## src/rtl/alu_host_seq_pkg.sv

```systemverilog
// Shared types and constants for the ALU host sequencer: state encoding,
// command-byte bit positions, transaction size and flags-byte layout.
package alu_host_seq_pkg;

  typedef enum logic [3:0] {
    S_IDLE  = 4'd0,
    S_GETA  = 4'd1,
    S_GETB  = 4'd2,
    S_DRVA  = 4'd3,
    S_DRVB  = 4'd4,
    S_DRVC  = 4'd5,
    S_EXEC  = 4'd6,
    S_WAIT  = 4'd7,
    S_CAPHI = 4'd8,
    S_OUT   = 4'd9
  } state_t;

  localparam int CMD_MUL   = 7;
  localparam int CMD_BCD   = 6;
  localparam int CMD_SHR   = 5;
  localparam int CMD_CI    = 4;
  localparam int CMD_OP_HI = 3;
  localparam int CMD_OP_LO = 0;

  localparam int TXN_BYTES = 3;

  // Flags byte is {3'b000, CO, V, Z, N, HC}
  localparam int FLAG_CO = 4;
  localparam int FLAG_V  = 3;
  localparam int FLAG_Z  = 2;
  localparam int FLAG_N  = 1;
  localparam int FLAG_HC = 0;

  typedef struct packed {
    logic [7:0] cmd;
    logic [7:0] a;
    logic [7:0] b;
  } txn_t;

endpackage

```

## src/rtl/alu_host_seq_rx.sv

```systemverilog
// Three-byte host collector: gathers Cmd, A, B on a valid/ready byte stream,
// then drops in_ready until the sequencer re-arms it.
module alu_host_seq_rx
  import alu_host_seq_pkg::*;
(
  input  logic       clk,
  input  logic       reset,
  input  logic       in_valid,
  input  logic [7:0] in_data,
  input  logic       rearm,
  output logic       in_ready,
  output logic       accept,
  output logic       cmd_take,
  output logic       txn_go,
  output txn_t       txn
);

  logic [1:0] idx;

  assign accept   = in_valid && in_ready;
  assign cmd_take = accept && (idx == 2'd0);
  assign txn_go   = accept && (idx == 2'(TXN_BYTES - 1));

  // Byte index, held operand registers and the ready flag
  always_ff @(posedge clk or posedge reset) begin
    if (reset) begin
      idx      <= 2'd0;
      in_ready <= 1'b1;
      txn      <= '0;
    end else if (accept) begin
      case (idx)
        2'd0: begin
          txn.cmd <= in_data;
          idx     <= 2'd1;
        end
        2'd1: begin
          txn.a <= in_data;
          idx   <= 2'd2;
        end
        2'd2: begin
          txn.b    <= in_data;
          idx      <= 2'd0;
          in_ready <= 1'b0;
        end
        default: idx <= 2'd0;
      endcase
    end else if (rearm) begin
      in_ready <= 1'b1;
    end else begin
      in_ready <= in_ready;
    end
  end

endmodule

```

## src/rtl/alu_host_seq.sv

```systemverilog
// Host sequencer for the 8-bit ALU/multiplier wrapper. Optional Done timeout
// is enabled with `define ALU_HOST_SEQ_TIMEOUT_EN.
module alu_host_seq
  import alu_host_seq_pkg::*;
#(
  parameter int TIMEOUT_CYCLES = 64
) (
  input  logic        clk,
  input  logic        reset,
  input  logic        in_valid,
  input  logic [7:0]  in_data,
  output logic        in_ready,
  output logic        res_valid,
  output logic [15:0] res_data,
  output logic        res_err,
  input  logic        res_ready,
  output logic [7:0]  ABCmd_o,
  output logic        LoadA_o,
  output logic        LoadB_o,
  output logic        LoadCmd_o,
  input  logic [7:0]  ACC_i,
  input  logic        Done_i,
  output logic        busy
);

  state_t     state;
  state_t     next_state;
  txn_t       txn;
  logic       accept;
  logic       cmd_take;
  logic       txn_go;
  logic       rearm;
  logic       timeout;
  logic [7:0] abcmd_next;
  logic       load_a_next;
  logic       load_b_next;
  logic       load_cmd_next;

  assign rearm = (state == S_OUT) && res_ready;

  alu_host_seq_rx u_rx (
    .clk      (clk),
    .reset    (reset),
    .in_valid (in_valid),
    .in_data  (in_data),
    .rearm    (rearm),
    .in_ready (in_ready),
    .accept   (accept),
    .cmd_take (cmd_take),
    .txn_go   (txn_go),
    .txn      (txn)
  );

`ifdef ALU_HOST_SEQ_TIMEOUT_EN
  logic [15:0] wait_cnt;

  // Cycles spent in S_WAIT; zero on entry
  always_ff @(posedge clk or posedge reset) begin
    if (reset) begin
      wait_cnt <= 16'd0;
    end else if (state == S_WAIT) begin
      wait_cnt <= wait_cnt + 16'd1;
    end else begin
      wait_cnt <= 16'd0;
    end
  end

  assign timeout = (state == S_WAIT) && !Done_i && (wait_cnt == 16'(TIMEOUT_CYCLES - 1));

  // Error flag: set by timeout, cleared by the next accepted Cmd byte
  always_ff @(posedge clk or posedge reset) begin
    if (reset) begin
      res_err <= 1'b0;
    end else if (timeout) begin
      res_err <= 1'b1;
    end else if (cmd_take) begin
      res_err <= 1'b0;
    end else begin
      res_err <= res_err;
    end
  end
`else
  localparam int unused_timeout_cycles = TIMEOUT_CYCLES;
  assign timeout = 1'b0;
  assign res_err = 1'b0;
`endif

  // State register
  always_ff @(posedge clk or posedge reset) begin
    if (reset) begin
      state <= S_IDLE;
    end else begin
      state <= next_state;
    end
  end

  // Next-state decode
  always_comb begin
    next_state = state;
    case (state)
      S_IDLE:  if (accept) next_state = S_GETA; else next_state = S_IDLE;
      S_GETA:  if (accept) next_state = S_GETB; else next_state = S_GETA;
      S_GETB:  if (txn_go) next_state = S_DRVA; else next_state = S_GETB;
      S_DRVA:  next_state = S_DRVB;
      S_DRVB:  next_state = S_DRVC;
      S_DRVC:  next_state = S_EXEC;
      S_EXEC:  next_state = S_WAIT;
      S_WAIT: begin
        if (Done_i) begin
          next_state = S_CAPHI;
        end else if (timeout) begin
          next_state = S_OUT;
        end else begin
          next_state = S_WAIT;
        end
      end
      S_CAPHI: next_state = S_OUT;
      S_OUT:   if (res_ready) next_state = S_IDLE; else next_state = S_OUT;
      default: next_state = S_IDLE;
    endcase
  end

  // Wrapper bus values for the state being entered; the bus otherwise holds
  always_comb begin
    abcmd_next    = ABCmd_o;
    load_a_next   = 1'b0;
    load_b_next   = 1'b0;
    load_cmd_next = 1'b0;
    case (next_state)
      S_DRVA: begin
        abcmd_next  = txn.a;
        load_a_next = 1'b1;
      end
      S_DRVB: begin
        abcmd_next  = txn.a;
        load_b_next = 1'b1;
      end
      S_DRVC: begin
        abcmd_next    = txn.b;
        load_cmd_next = 1'b1;
      end
      S_EXEC:  abcmd_next = txn.cmd;
      default: abcmd_next = ABCmd_o;
    endcase
  end

  // Registered wrapper strobes and host status
  always_ff @(posedge clk or posedge reset) begin
    if (reset) begin
      ABCmd_o   <= 8'h00;
      LoadA_o   <= 1'b0;
      LoadB_o   <= 1'b0;
      LoadCmd_o <= 1'b0;
      res_valid <= 1'b0;
      busy      <= 1'b0;
    end else begin
      ABCmd_o   <= abcmd_next;
      LoadA_o   <= load_a_next;
      LoadB_o   <= load_b_next;
      LoadCmd_o <= load_cmd_next;
      res_valid <= (next_state == S_OUT);
      busy      <= (next_state != S_IDLE);
    end
  end

  // Result capture: lo with Done, hi one cycle later; held through S_OUT
  always_ff @(posedge clk or posedge reset) begin
    if (reset) begin
      res_data <= 16'h0000;
    end else if ((state == S_WAIT) && Done_i) begin
      res_data[7:0] <= ACC_i;
    end else if (timeout) begin
      res_data <= 16'h0000;
    end else if (state == S_CAPHI) begin
      res_data[15:8] <= ACC_i;
    end else begin
      res_data <= res_data;
    end
  end

endmodule

```

## config.mk

```make
export PLATFORM = sky130hd
export DESIGN_NAME = alu_host_seq
export DESIGN_NICKNAME = d
export VERILOG_FILES = /design/src/rtl/alu_host_seq_pkg.sv /design/src/rtl/alu_host_seq_rx.sv /design/src/rtl/alu_host_seq.sv
export SDC_FILE = /design/constraint.sdc
export NUM_CORES = 1
export LEC_CHECK = 0
export CAP_MARGIN = 20
export CORE_UTILIZATION = 45
export CTS_CLUSTER_DIAMETER = 60
export DETAILED_ROUTE_END_ITERATION = 10
export PLACE_DENSITY_LB_ADDON = 0.15
export SKIP_LAST_GASP = 1
export SLEW_MARGIN = 40
export SYNTH_ARGS = -nofsm -noshare
export SYNTH_HDL_FRONTEND = slang
export SYNTH_SLANG_ARGS = --single-unit
export TNS_END_PERCENT = 1
```

## constraint.sdc

```tcl
create_clock -name clk -period 4.1 [get_ports clk]
set_clock_uncertainty 0.15 [all_clocks]
set_input_delay 1.23 -clock clk [delete_from_list [all_inputs] [get_ports clk]]
set_output_delay 1.23 -clock clk [all_outputs]
set_load 0.05 [all_outputs]
```

### Word-level counts from Yosys, hierarchy flattened

Index checks and enable logic that the tools add are counted.

| storage, ports and cells | value |
|---|---|
| memories | 0 |
| logic and storage cells | 61 |
| ROM bits | 0 |
| bits of input ports | 21 |
| output and inout bits | 31 |
| latch bits | 0 |
| flip-flop bits (word level) | 60 |
| bits in writable memories | 0 |

| cells by class | value |
|---|---|
| shift-type cells | 0 |
| multiplexer cells | 14 |
| reductions and logical operators | 15 |
| $add $sub $neg | 0 |
| multipliers | 0 |
| order comparisons | 0 |
| divide/modulo/power cells | 0 |
| eq/ne operators | 17 |
| bitwise logic cells | 1 |

Operators with widths:

| cell | count |
|---|---|
| $pmux 4 s10 | 1 |
| $eq 4x3->1 const B | 7 |
| $pmux 8 s3 | 1 |
| $eq 4x2->1 const B | 3 |
| $eq 4x4->1 const B | 3 |
| $reduce_and 2->1 | 5 |
| $mux 1 | 8 |
| $mux 4 | 2 |
| $eq 4x1->1 const B | 1 |
| $logic_and 1x1->1 | 4 |
| $logic_not 4->1 | 1 |
| $pmux 2 s2 | 1 |
| $reduce_bool 4->1 | 1 |
| $reduce_bool 3->1 | 1 |
| $eq 2x1->1 const B | 1 |
| $eq 2x2->1 const B | 1 |
| $logic_not 2->1 | 1 |
| $mux 2 | 1 |
| $ne 2x2->1 const B | 1 |
| $reduce_bool 2->1 | 1 |
| $reduce_or 2->1 | 1 |
| $not 1->1 | 1 |

### Depth between registers and ports, before layout

Gate-level depths: netlist of the first run.

| logic depth | value |
|---|---|
| depth after elaboration | 7 |
| mapped depth | 6 |
| gate-level depth less buffers | 4 |

### Cells and area by module

Synthesis of the first run repeated with hierarchy kept, for this count alone.

| unflattened totals | value |
|---|---|
| cell total of the unflattened synthesis | 205 |
| area, all modules | 2646.3 um^2 |

By module, submodules not included:

| module | area each (um^2) | seq. area each (um^2) | times used | cells each |
|---|---|---|---|---|
| alu_host_seq | 1604.0 | 825.8 | 1 | 143 |
| alu_host_seq_rx | 1042.2 | 676.9 | 1 | 62 |

### Worst setup path after synthesis of the first run

No wires, ideal clock.

| path | value |
|---|---|
| kind | input-to-reg |
| from | input in_valid |
| to | register ABCmd_o[1] |
| setup time | 0.125 ns |
| cell stages on the path | 5 |
| data required time | 3.825 ns |
| data arrival time | 2.536 ns |
| setup slack | 1.289 ns |
| buffers on the path | 1 |
| cells stage by stage | nand4b_1 -> clkbuf_1 -> o221ai_1 -> a41oi_4 -> mux2_2 |

| on the way | value |
|---|---|
| word-level cells in the longest chain between the ends | 7 |
| elaborated cells between the ends (all ways) | 13 |

RTL lines:

| item | RTL line | source |
|---|---|---|
| start, declared | alu_host_seq.sv:10 | `input logic in_valid,` |
| $logic_and 1x1->1 (*) | alu_host_seq_rx.sv:20 | `assign accept = in_valid && in_ready;` |
| $logic_and 1x1->1 | alu_host_seq_rx.sv:22 | `assign txn_go = accept && (idx == 2'(TXN_BYTES - 1));` |
| $mux 1 | alu_host_seq.sv:103 | `S_GETB: if (txn_go) next_state = S_DRVA; else next_state = S_GETB;` |
| $pmux 4 s10 (*) | alu_host_seq.sv:100 | `case (state)` |
| $eq 4x3->1 or $eq 4x2->1 (tied branches) | alu_host_seq.sv:129 | `case (next_state)` |
| $reduce_or 2->1 (no source line) | -- |  |
| $pmux 8 s3 or $reduce_bool 3->1 (tied branches) | -- |  |
| end signal, assigned | alu_host_seq.sv:157 | `ABCmd_o <= abcmd_next;` |
| end, declared | alu_host_seq.sv:17 | `output logic [7:0] ABCmd_o,` |

Mark *: on every way between the ends. The rest lies on a longest branch, timed or not.
A chain may end at the register's enable or synchronous reset.

### Final worst setup path of the first run

| path | value |
|---|---|
| from | register u_rx.in_ready |
| to | output in_ready |

RTL lines:

| item | RTL line | source |
|---|---|---|
| start, declared | alu_host_seq_rx.sv:11 | `output logic in_ready,` |
| start signal, assigned | alu_host_seq_rx.sv:50 | `in_ready <= in_ready;` |
| end, declared | alu_host_seq.sv:12 | `output logic in_ready,` |

No word-level cell between the ends.

==> out/results.tsv, run 1 <==
metric	value	unit
most common cell after layout, fill and taps aside	dfrtp_1	
H-tree levels	3	
initial antenna violation count	0	
number of clock sinks	60	
commonest non-fill, non-tap cells in the layout	59 x dfrtp_1, 50 x clkdlybuf4s50_1, 47 x mux2_2	
fin nets	266	
Syn Area/Cell	13.44	um2
Top Ports	52	
status	finished, final reports clean	
CTS Buffer Depth	2	
drt first pass iters	4	
Syn-to-layout area delta	29.34	%
Die ar.	0.006012	mm2
crit path cell chain	clkdlybuf4s50_1	
Slew @ Worst Pin	802.6	ps
largest net degree at the start of global routing	61	
setup_tns	0	ps
number of synthesized register bits	60	
Critical-path top delay cell	clkdlybuf4s50_1	
initial core utilization	46.63	%
GPL Wtd Cong	0.8043	
Root Buffer	clkbuf_8	
Worst-path clk slew	60	ps
WS Path Type	flip-flop to primary output	
die width	77.54	um
crit path DAT	1710	ps
RSZ-0062 raised after global routing	false	
Worst path top cell family by delay	buffers and inverters	
Top FF cell, synth	dfrtp_1	
final wirelength	4517	um
Reg-to-Reg End	ABCmd_o[0]	
CTS tree	built	
ant diodes	0	
vias in the first global route	1673	
PwrDens	342.5	mW/mm2
Final Util	60.30	%
nature of the critical path endpoint	primary output	
flop2flop setup slack	1430	ps
EDFF count, synth	0	
sequential share of the synthesized area	58.53	%
Min Clock Period, post-route	3088	ps
via count	1639	
Placeable Area	0.005507	mm2
synthesized cell area	0.002567	mm2
# DRC	0	
first-pass GRT wire length	7928	um
Slew Limit Fails	0	
grt ovf	0	
MaxCap Viol Count	0	
critical path startpoint category	flip-flop	
Port-buffer cells	50	
Synth Net Count	212	
hold violation count in the final report	0	
hold path startpoint	res_data[4]	
relative slew slack	46.49	%
CP max FO	7	
synth warn	0	
Tcrit/Tclk final	75.31	%
share of layout cells above drive strength 1	28.80	%
DR iter-0 viols	108	
Lkg Pwr	0.001564	uW
asr flop ratio synth	100.0	%
Vias/cell	5.090	
Hold Path Cell Cnt	1	
gr usage total	17.42	%
# hold bufs at CTS	0	
Critical R2R Launch	state[0]	
maximum VDD drop	0.0001809	V
post-route ant nets	0	
Die Y	77.54	um
row count	27	
hold endpoint	res_data[4]	
HPWL Detailed	3106	um
CP max stage delay	810	ps
Worst Path Required	2720	ps
Final setup viols	0	
DR WL/cell	14.03	um
Unique masters post-synth	39	
Setup Fix Bufs, Post-CTS	0	
Buf/Inv on CP	1	
Achievable Freq	0.3239	GHz
post-CTS resize count	0	
Worst R2R Path Depth	4	
CTS buffer count	9	
min-delay worst type	flip-flop to flip-flop	
Post-Syn Instances	191	
Clock Latency Late Sink	320	ps
logic make-up after synthesis:
| kind of cell | count (synthesis) | synth area share, % |
|---|---|---|
| other | 1 | 0.1461 |
| buffers and inverters | 15 | 2.582 |
| AND/OR/NAND/NOR | 39 | 8.822 |
| AO/OA/AOI/OAI | 20 | 5.751 |
| flip-flops | 60 | 58.53 |
| multiplexers | 56 | 24.17 |
stage by stage:
step	instances	instance area, um2	setup slack [ps]	hold WS (ps)	power [uW]
after floorplan	191	2567	1237	328.7	638.7
after global placement	306	3129	799.1	327.0	673.9
after detailed placement	306	3136	672.5	342.8	674.2
after CTS	322	3317	986.3	357.1	1155
after global routing	322	3321	954.3	365.2	1187
final	322	3321	1012	353.6	1137
cells in the mapped netlist (2+ instances only):
cell type,count,area (um2)
a21o_1,2,15.01
a21oi_1,10,50.05
buf_2,2,10.01
buf_4,2,15.01
clkbuf_1,4,15.01
dfrtp_1,59,1476
inv_1,6,22.52
mux2_2,47,529.3
mux2i_1,8,80.08
nand2_1,7,26.28
nor2_1,12,45.04
nor3_1,3,15.01
o221ai_1,2,17.52
or2_2,2,12.51
registers in the layout, summed over array words and instances (netlist names):
name	cells
ABCmd_o	8
LoadCmd_o	1
u_rx.idx	2
state	4
res_data	16
res_valid	1
LoadB_o	1
u_rx.txn	24
LoadA_o	1
busy	1
u_rx.in_ready	1
cell type report:
type,instances,area (um2)
Tap cell,72,90.09
Clock buffer,15,176.4
Clock inverter,1,5.005
Multi-Input combinational cell,116,1005
Fill cell,417,2186
Sequential cell,60,1503
Inverter,6,22.52
Timing Repair Buffer,52,519.2
per-layer routing:
layer | vias to the layer above | part of all wire, % | GRT usage (%)
met2 | 51 | 45 | 25.93
met1 | 793 | 48 | 23.72
met5 | - | 0 | 0
met3 | 10 | 5.4 | 4.000
met4 | 0 | 2.0 | 9.057
li1 | 785 | - | -
worst max-delay path by stage:
stage             startpoint    endpoint  slack (ps)  cells after the start
6_report       u_rx.in_ready    in_ready        1010                      1
5_1_grt               Done_i  ABCmd_o[0]         950                      5
4_1_cts        u_rx.in_ready    in_ready         990                      1
3_5_place_dp          Done_i  ABCmd_o[0]         670                      5
3_3_place_gp          Done_i  ABCmd_o[0]         800                      5
2_1_floorplan          reset  ABCmd_o[0]        1240                      1
power by group:
| part | total [uW] | switching [uW] | leakage, uW | internal, uW |
|---|---|---|---|---|
| logic | 64.4 | 36.7 | 0.000644 | 27.7 |
| clock network | 475 | 206 | 0.0000937 | 269 |
| registers | 598 | 1.76 | 0.000826 | 596 |
| total | 1140 | 244 | 0.00156 | 893 |
Power figures use the tool's default switching activity.
==> inputs of run 2 (changes only) <==
clock period = 3.1 ns   (was 4.1 ns; I/O delays follow)
==> out/results.tsv, run 2 (synthesis gave the netlist of run 1 again) <==
metric	value	unit	change
status	finished, final reports clean		
largest net degree at the start of global routing	61		unchanged
Placeable Area	0.005507	mm2	unchanged
hold violation count in the final report	0		unchanged
gr usage total	17.82	%	+0.39 points
DR iter-0 viols	79		-27%
Top Ports	52		unchanged
CP max stage delay	810	ps	about the same
# hold bufs at CTS	0		unchanged
Pwr Total	1586	uW	+40%
Min Clock Period, post-route	2803	ps	
initial core utilization	46.63	%	unchanged
CTS Buffer Depth	2		unchanged
Vias/cell	5.138		+0.94%
number of clock sinks	60		unchanged
Worst Path Required	2020	ps	-700 ps
Buf/Inv on CP	1		unchanged
CTS tree	built		
Setup Fix Bufs, Post-CTS	0		unchanged
drt first pass iters	4		unchanged
PwrDens	470.1	mW/mm2	+37%
vias in the first global route	1656		-1.0%
nature of the critical path endpoint	primary output		
Post-Layout Cell Count	326		+1.2%
Tcrit/Tclk final	90.42	%	
post-route ant nets	0		unchanged
RSZ-0062 raised after global routing	false		
WHS	354.7	ps	+1.154 ps
max FFs per register	24		unchanged
CTS buffer count	9		unchanged
Achievable Freq	0.3568	GHz	
crit path cell chain	clkdlybuf4s50_1		
H-tree levels	3		unchanged
critical path startpoint category	flip-flop		
Critical-path top delay cell	clkdlybuf4s50_1		
Die ar.	0.006012	mm2	unchanged
HPWL Detailed	3154	um	+1.6%
maximum VDD drop	0.0002706	V	+50%
Slew Limit Fails	0		unchanged
first-pass GRT wire length	8031	um	+1.3%
Die Y	77.54	um	unchanged
Worst R2R Path Depth	4		unchanged
fin nets	270		+1.5%
Final setup viols	0		unchanged
row count	27		unchanged
relative slew slack	61.97	%	+15 points
dpl cells	310		+1.3%
initial antenna violation count	0		unchanged
Worst-path clk slew	70	ps	about the same
CP max FO	7		unchanged
die width	77.54	um	unchanged
Final Util	61.28	%	+0.98 points
Syn-to-layout area delta	31.43	%	
GPL Wtd Cong	0.8676		+7.9%
Reg-to-Reg End	ABCmd_o[0]		
crit path DAT	1720	ps	about the same
hold endpoint	res_data[13]		
Top reg by flops	u_rx.txn		
Root Buffer	clkbuf_8		
Lkg Pwr	0.001601	uW	+2.3%
Port-buffer cells	50		unchanged
share of layout cells above drive strength 1	30.71	%	+1.9 points
most common cell after layout, fill and taps aside	dfrtp_1		
Hold Path Cell Cnt	1		unchanged
post-CTS resize count	0		unchanged
Worst path top cell family by delay	buffers and inverters		
Slew @ Worst Pin	570.5	ps	-232.1 ps
Critical R2R Launch	state[0]		
grt ovf	0		unchanged
min-delay worst type	flip-flop to flip-flop		
commonest non-fill, non-tap cells in the layout	59 x dfrtp_1, 50 x clkdlybuf4s50_1, 47 x mux2_2		
MaxCap Viol Count	0		unchanged
via count	1675		+2.2%
WS Path Type	flip-flop to primary output		
DR WL/cell	14.72	um	+4.9%
# DRC	0		unchanged
ant diodes	0		unchanged
final wirelength	4799	um	+6.2%
Clock Latency Late Sink	330	ps	about the same
setup_tns	0	ps	unchanged
Top Registers	u_rx.txn (24), res_data (16), ABCmd_o (8)		
flop2flop setup slack	680	ps	-750 ps
hold path startpoint	res_data[13]		
[run 2: report_power, final]
part           leakage, uW  internal, uW  total, uW  switching [uW]
clock network     0.000102           412        709             296
logic             0.000672          38.1       87.0            48.9
registers         0.000826           788        791            2.39
[run 2: layout make-up]
| class | instances | area (um2) |
|---|---|---|
| inverter | 6 | 22.52 |
| tap | 72 | 90.09 |
| fill | 427 | 2132 |
| clock buffer | 12 | 155.1 |
| sequential | 60 | 1503 |
| clock inverter | 4 | 47.55 |
| timing repair buffer | 56 | 558.0 |
| multi-input combinational | 116 | 998.5 |
[run 2: worst register-to-register path, delay by kind of cell (launching register included)]
family / cells / cell delay [ps]
AO/OA/AOI/OAI: 2 / 830
flip-flops: 1 / 700
multiplexers: 1 / 360
AND/OR/NAND/NOR: 1 / 250
[run 2: metal layers]
metal,share of wire (%),vias up,GRT usage [%]
li1,-,791,-
met5,0,-,0
met3,4.3,11,3.647
met1,49,814,23.53
met4,2.5,0,12.26
met2,44,59,26.28
[run 2: worst max path at each step]
stage	cells after the start	to	slack, ps	startpoint
final	1	in_ready	300	u_rx.in_ready
after global routing	1	in_ready	240	u_rx.in_ready
after CTS	1	in_ready	280	u_rx.in_ready
after detailed placement	5	ABCmd_o[0]	60	Done_i
after global placement	5	ABCmd_o[0]	110	Done_i
after floorplan	1	ABCmd_o[0]	540	reset
[run 2: per-stage QoR]
stage	worst slack [ps]	instance area [um2]
3_3_place_gp	114.7	3172
3_5_place_dp	61.60	3172
5_1_grt	239.5	3374
4_1_cts	276.5	3374
6_report	297.1	3374
2_1_floorplan	537.0	2567
